File: src/rtl/fp_class_pipe_pkg.sv
// Shared FPU classify types: operand/result bundles, decoded field
// flags and the RISC-V FCLASS mask bit positions.
package fp_wire;

    localparam int unsigned FP_TAG_W = 5;
    localparam int unsigned FCLASS_W = 10;

    localparam int unsigned FCLASS_NINF  = 0;
    localparam int unsigned FCLASS_NNORM = 1;
    localparam int unsigned FCLASS_NSUB  = 2;
    localparam int unsigned FCLASS_NZERO = 3;
    localparam int unsigned FCLASS_PZERO = 4;
    localparam int unsigned FCLASS_PSUB  = 5;
    localparam int unsigned FCLASS_PNORM = 6;
    localparam int unsigned FCLASS_PINF  = 7;
    localparam int unsigned FCLASS_SNAN  = 8;
    localparam int unsigned FCLASS_QNAN  = 9;

    typedef struct packed {
        logic [31:0]         data;
        logic [1:0]          fmt;
        logic [FP_TAG_W-1:0] tag;
    } fp_class_in_type;

    typedef struct packed {
        logic [31:0]         result;
        logic [FP_TAG_W-1:0] tag;
    } fp_class_out_type;

    typedef struct packed {
        logic sign;
        logic exp_ones;
        logic exp_zero;
        logic man_zero;
        logic qbit;
        logic fmt_ok;
    } fp_class_fields_type;

    // Reduce a single-precision operand to the flags the classifier needs.
    function automatic fp_class_fields_type fp_class_extract(
        input logic [31:0] data,
        input logic [1:0]  fmt
    );
        fp_class_fields_type f;
        f.sign     = data[31];
        f.exp_ones = (data[30:23] == 8'hFF);
        f.exp_zero = (data[30:23] == 8'h00);
        f.man_zero = (data[22:0] == 23'h0);
        f.qbit     = data[22];
        f.fmt_ok   = (fmt == 2'b00);
        return f;
    endfunction

endpackage

File: src/rtl/fp_class_pipe_if.sv
// Operand-in / result-out handshake bundle for the classify pipe.
interface fp_class_pipe_if #(
    parameter int unsigned TAG_W = 5
);
    logic             in_valid;
    logic             in_ready;
    logic [31:0]      data;
    logic [1:0]       fmt;
    logic [TAG_W-1:0] tag_i;
    logic             out_valid;
    logic             out_ready;
    logic [31:0]      result;
    logic [TAG_W-1:0] tag_o;

    modport slave (
        input  in_valid, data, fmt, tag_i, out_ready,
        output in_ready, out_valid, result, tag_o
    );

    modport master (
        output in_valid, data, fmt, tag_i, out_ready,
        input  in_ready, out_valid, result, tag_o
    );
endinterface

File: src/rtl/fp_class_decode.sv
// Combinational FCLASS mask builder from pre-decoded operand flags.
module fp_class_decode
    import fp_wire::*;
(
    input  fp_class_fields_type  fields_i,
    output logic [FCLASS_W-1:0]  mask_o
);

    logic s, eo, ez, mz;

    assign s  = fields_i.sign;
    assign eo = fields_i.exp_ones;
    assign ez = fields_i.exp_zero;
    assign mz = fields_i.man_zero;

    // One-hot class select; unsupported formats give an all-zero mask.
    always_comb begin
        mask_o = '0;
        if (fields_i.fmt_ok) begin
            mask_o[FCLASS_NINF]  =  s & eo & mz;
            mask_o[FCLASS_NNORM] =  s & !eo & !ez;
            mask_o[FCLASS_NSUB]  =  s & ez & !mz;
            mask_o[FCLASS_NZERO] =  s & ez & mz;
            mask_o[FCLASS_PZERO] = !s & ez & mz;
            mask_o[FCLASS_PSUB]  = !s & ez & !mz;
            mask_o[FCLASS_PNORM] = !s & !eo & !ez;
            mask_o[FCLASS_PINF]  = !s & eo & mz;
            mask_o[FCLASS_SNAN]  = eo & !mz & !fields_i.qbit;
            mask_o[FCLASS_QNAN]  = eo & fields_i.qbit;
        end
    end

endmodule

File: src/rtl/fp_class_pipe.sv
// Two-stage FCLASS.S pipeline: stage 1 captures field flags, stage 2
// holds the class mask. Valid/ready on both sides, synchronous flush.
module fp_class_pipe
    import fp_wire::*;
#(
    parameter int unsigned TAG_W = 5
)(
    input  logic          clock,
    input  logic          reset,
    input  logic          flush,
    fp_class_pipe_if.slave bus
);

    logic                s1_valid_q, s1_valid_d;
    fp_class_fields_type s1_fields_q, s1_fields_d;
    logic [TAG_W-1:0]    s1_tag_q, s1_tag_d;

    logic                s2_valid_q, s2_valid_d;
    logic [31:0]         s2_result_q, s2_result_d;
    logic [TAG_W-1:0]    s2_tag_q, s2_tag_d;

    logic                s2_adv, s1_adv, in_ready, s1_load;
    logic [FCLASS_W-1:0] mask;

    fp_class_decode u_decode (
        .fields_i (s1_fields_q),
        .mask_o   (mask)
    );

    assign s2_adv   = !s2_valid_q | bus.out_ready;
    assign s1_adv   = s1_valid_q & s2_adv;
    assign in_ready = !flush & (!s1_valid_q | s2_adv);
    assign s1_load  = bus.in_valid & in_ready;

    assign bus.in_ready  = in_ready;
    assign bus.out_valid = s2_valid_q;
    assign bus.result    = s2_result_q;
    assign bus.tag_o     = s2_tag_q;

    // Next-state for both stages; data only moves on a valid advance.
    always_comb begin
        s1_valid_d  = s1_valid_q;
        s1_fields_d = s1_fields_q;
        s1_tag_d    = s1_tag_q;
        s2_valid_d  = s2_valid_q;
        s2_result_d = s2_result_q;
        s2_tag_d    = s2_tag_q;

        if (s2_adv) begin
            s2_valid_d = s1_valid_q;
        end
        if (s1_adv) begin
            s2_result_d = {{(32-FCLASS_W){1'b0}}, mask};
            s2_tag_d    = s1_tag_q;
        end

        if (s1_load) begin
            s1_valid_d  = 1'b1;
            s1_fields_d = fp_class_extract(bus.data, bus.fmt);
            s1_tag_d    = bus.tag_i;
        end else if (s1_adv) begin
            s1_valid_d = 1'b0;
        end

        if (flush) begin
            s1_valid_d = 1'b0;
            s2_valid_d = 1'b0;
        end
    end

    // Pipeline state registers with asynchronous clear.
    always_ff @(posedge clock or negedge reset) begin
        if (!reset) begin
            s1_valid_q  <= 1'b0;
            s1_fields_q <= '0;
            s1_tag_q    <= '0;
            s2_valid_q  <= 1'b0;
            s2_result_q <= '0;
            s2_tag_q    <= '0;
        end else begin
            s1_valid_q  <= s1_valid_d;
            s1_fields_q <= s1_fields_d;
            s1_tag_q    <= s1_tag_d;
            s2_valid_q  <= s2_valid_d;
            s2_result_q <= s2_result_d;
            s2_tag_q    <= s2_tag_d;
        end
    end

endmodule

File: src/flat_wrapper.sv
// flat-port wrapper written by rule: the top's interface ports become plain ports
module fp_class_pipe_flat import fp_wire::*;
#(
    parameter int unsigned TAG_W = 5
)
  (clock, reset, flush, bus_in_valid, bus_data, bus_fmt, bus_tag_i, bus_out_ready, bus_in_ready, bus_out_valid, bus_result, bus_tag_o);
  fp_class_pipe_if #(.TAG_W(TAG_W)) bus_i ();
  input  logic clock;
  input  logic reset;
  input  logic flush;
  input wire logic [$bits(bus_i.in_valid)-1:0] bus_in_valid;
  input wire logic [$bits(bus_i.data)-1:0] bus_data;
  input wire logic [$bits(bus_i.fmt)-1:0] bus_fmt;
  input wire logic [$bits(bus_i.tag_i)-1:0] bus_tag_i;
  input wire logic [$bits(bus_i.out_ready)-1:0] bus_out_ready;
  output wire logic [$bits(bus_i.in_ready)-1:0] bus_in_ready;
  output wire logic [$bits(bus_i.out_valid)-1:0] bus_out_valid;
  output wire logic [$bits(bus_i.result)-1:0] bus_result;
  output wire logic [$bits(bus_i.tag_o)-1:0] bus_tag_o;
  assign bus_i.in_valid = bus_in_valid;
  assign bus_i.data = bus_data;
  assign bus_i.fmt = bus_fmt;
  assign bus_i.tag_i = bus_tag_i;
  assign bus_i.out_ready = bus_out_ready;
  assign bus_in_ready = bus_i.in_ready;
  assign bus_out_valid = bus_i.out_valid;
  assign bus_result = bus_i.result;
  assign bus_tag_o = bus_i.tag_o;
  fp_class_pipe #(.TAG_W(TAG_W)) u_core (.clock(clock), .reset(reset), .flush(flush), .bus(bus_i));
endmodule
File: config.mk
export PLATFORM = sky130hd
export DESIGN_NAME = fp_class_pipe_flat
export DESIGN_NICKNAME = d
export VERILOG_FILES = /design/src/rtl/fp_class_pipe_pkg.sv /design/src/rtl/fp_class_pipe_if.sv /design/src/rtl/fp_class_decode.sv /design/src/rtl/fp_class_pipe.sv /design/src/flat_wrapper.sv
export SDC_FILE = /design/constraint.sdc
export NUM_CORES = 1
export LEC_CHECK = 0
export BUFFER_PORTS_ARGS = -buffer_cell sky130_fd_sc_hd__buf_2
export CORE_MARGIN = 3
export CORE_UTILIZATION = 43
export DETAILED_ROUTE_END_ITERATION = 8
export GPL_ROUTABILITY_DRIVEN = 0
export GPL_TIMING_DRIVEN = 1
export PLACE_DENSITY = 0.75
export SETUP_SLACK_MARGIN = 0.3
export SYNTH_ARGS = -nofsm -noshare
export SYNTH_HDL_FRONTEND = slang
export SYNTH_SLANG_ARGS = --single-unit
export TNS_END_PERCENT = 1
File: constraint.sdc
create_clock -name clock -period 1.5 [get_ports clock]
set_input_delay 0.225 -clock clock [delete_from_list [all_inputs] [get_ports clock]]
set_output_delay 0.225 -clock clock [all_outputs]
set_load 0.005 [all_outputs]
==> flow_metrics.tcl <==
set metrics [dict create \
    synth_cells 122 \
    cts.sinks 28 \
    finalWirelength_um 2930 \
    numCtsBuffers 3 \
    dp_hpwl_um 2400 \
    finalSetupViolCount 0 \
    report.final.slew_viol_count 0 \
    cp.arrival_ps 1150 \
    layout.nets 236 \
    clk_pin_slew_worst_paths_ps 140 \
    row_count 20 \
    dp_slack_ps 184 \
    yosysSeqAreaShare 0.487 \
    synth.distinct_cells 26 \
    root_buffer "clkbuf_4" \
    io_pins 83 \
    track_usage 0.157 \
    hold_path_class "input pin to flip-flop" \
    synthTopCellsByArea "dfrtp_1 (49%), mux2_2 (13%), buf_4 (11%)" \
    drc 0 \
    status "completed" \
    grt_max_degree 29 \
    synth_top_cell_by_area "dfrtp_1" \
    worstMarginPinSlew_ps 594 \
    peakVddDrop_uv 366 \
    synth_edf_count 0 \
    antenna_found_initial 0 \
    syn-cell-area_mm2 0.00144 \
    drive_gt1_frac 0.503 \
    viasPerCell 4.52 \
    fmax_ghz 0.727 \
    tns_ps 0 \
    cp_max_fo 3 \
    die_area_mm2 0.00408 \
    end_kind "primary output" \
    die_x_um 63.9 \
    area_delta_synth_final_pct 26.0 \
    grt_pass1_wl_um 5110 \
    yosysWarnings 0 \
    setup_ws_ps 124 \
    finalHoldViolations 0 \
    synth_top_cell_area_share 0.487 \
    async_flop_share 1.00 \
    place_inst 224 \
    worstSetupStartpointType "flip-flop" \
    core_mm2 0.00313 \
    cts_tree "built" \
    leakage_nw 0.962 \
    routedWlPerCell_um 12.5 \
    fin_crit_sh 0.917 \
    synth_ff_type "dfrtp_1" \
    diodes 0 \
    cap_violations 0 \
    cts_buffer_depth 2 \
    yosys_register_bits 28 \
    rsz0062_at_grt "true" \
    die_h_um 63.9 \
    worstPathRequired_ps 1270 \
    finalCriticalPeriod_ps 1380 \
    drt_iter0_drc 28 \
    port-buffer-count 60 \
    ys_top_cells_by_count "dfrtp_1 (28), buf_4 (22), mux2_2 (16)" \
    drt.antenna.violating_nets 0 \
    grt_overflow 0 \
    clock_latency_ps 310 \
    first_global_vias 1156 \
    dr_total_vias 1062 \
    slew_headroom 0.604 \
    first_pass_iters 3 \
    p_per_area_mw_per_mm2 915 \
    synth.most_common_cell "dfrtp_1" \
    layoutNonFillerInstCount 235 \
    path_class "flip-flop to primary output" \
    start_util 0.460 \
    h-tree-depth 1 \
    finClkSkew_ps 2.06 \
    syn_avg_cell_area_um2 11.8 \
]
critical path: stages, from the launching register on:
cell	delay, ps
dfrtp_1	420
and3b_2	230
nor2_1	80
buf_2	110
placed cells by master (no fill, tap or decap), drive strengths merged:
master       Yosys  routed
buf             24      67
dfrtp           28      28
conb             1      22
mux2            22      22
nor2             8       8
nor4             7       7
nand2            5       5
o21ai            5       5
nand4            4       4
nor3             3       3
clkbuf           0       3
inv              2       2
nand2b           2       2
o31ai            2       2
and3b            1       1
nor3b            1       1
nor4bb           1       1
nand3b           1       1
and2b            1       1
a21oi            1       1
o2bb2ai          1       1
and3             1       1
nor4b            1       1
bufinv           0       1
dlygate4sd3      0       1
final timing paths:
kind | end | slack, ps | from | cells past startpoint
worst min-delay path | u_core.s1_fields_q[0] | 80 | bus_fmt[1] | 2
worst max-delay path | bus_in_ready | 120 | u_core.bus.out_valid | 3
max in group asynchronous | u_core.s1_fields_q[3] | 690 | reset | 2
min in group asynchronous | u_core.bus.result[7] | 430 | reset | 2
worst max register to register | u_core.bus.tag_o[0] | 140 | u_core.s1_valid_q | 5
worst min register to register | u_core.bus.result[5] | 520 | u_core.bus.result[5] | 1
cell type report:
type	count	area (um^2)
Fill cell	286	1310
Sequential cell	28	701
Multi-Input combinational cell	89	623
Timing Repair Buffer	68	375
Tap cell	44	55.1
Clock inverter	1	30.0
Clock buffer	3	22.5
Inverter	2	7.51
power by group:
group          switching (mW)  total (mW)  internal, mW
clock network           0.205       0.475         0.270
registers              0.0495       0.881         0.832
logic                   0.124       0.303         0.179
total                   0.379        1.66          1.28
logic make-up (layout without fill, tap and decap cells):
family	after synthesis	count (layout)	synth area share
muxes	22	22	0.188
other	1	22	0.00260
and+or+nand+nor	36	36	0.142
DFF	28	28	0.487
AOI/OAI and AO/OA	9	9	0.0452
buffers and inverters	26	74	0.136
metrics by stage:
| stage | utilization | instance area (um^2) | power, mW | hold WS, ps |
|---|---|---|---|---|
| after global routing | 0.580 | 1810 | 1.76 | 65.7 |
| after global placement | 0.546 | 1710 | 1.17 | 251 |
| after detailed placement | 0.546 | 1710 | 1.19 | 268 |
| after CTS | 0.580 | 1810 | 1.68 | 63.8 |
| final | 0.580 | 1810 | 1.66 | 79.3 |
| after floorplan | - | 1520 | 1.07 | -70.6 |
flip-flops by register name (all words and copies together), names as in the netlist:
signal,count
u_core.s1_tag_q,5
u_core.s1_fields_q,6
u_core.s1_valid_q,1
u_core.bus.out_valid,1
u_core.bus.tag_o,5
u_core.bus.result,10
repair_timing:
action | in CTS | in global routing
setup endpoints to repair | 23 | 28
buffers inserted | 6 | 0
hold buffers | 1 | 0
endpoints found under the hold margin | 28 | 0
pin swaps | 1 | 0
gates resized for setup | 0 | 0
metal layers:
layer / up-vias / global-route usage / wire, um / share of wire
met2: 37 / 0.301 / 1660 / 0.57
li1: 528 / - / - / -
met4: 0 / 0.0404 / 14 / 0.0048
met5: - / 0 / 0 / 0
met3: 2 / 0.0193 / 185 / 0.063
met1: 495 / 0.180 / 1070 / 0.36
Note: power is estimated with default switching activity, not from simulation.
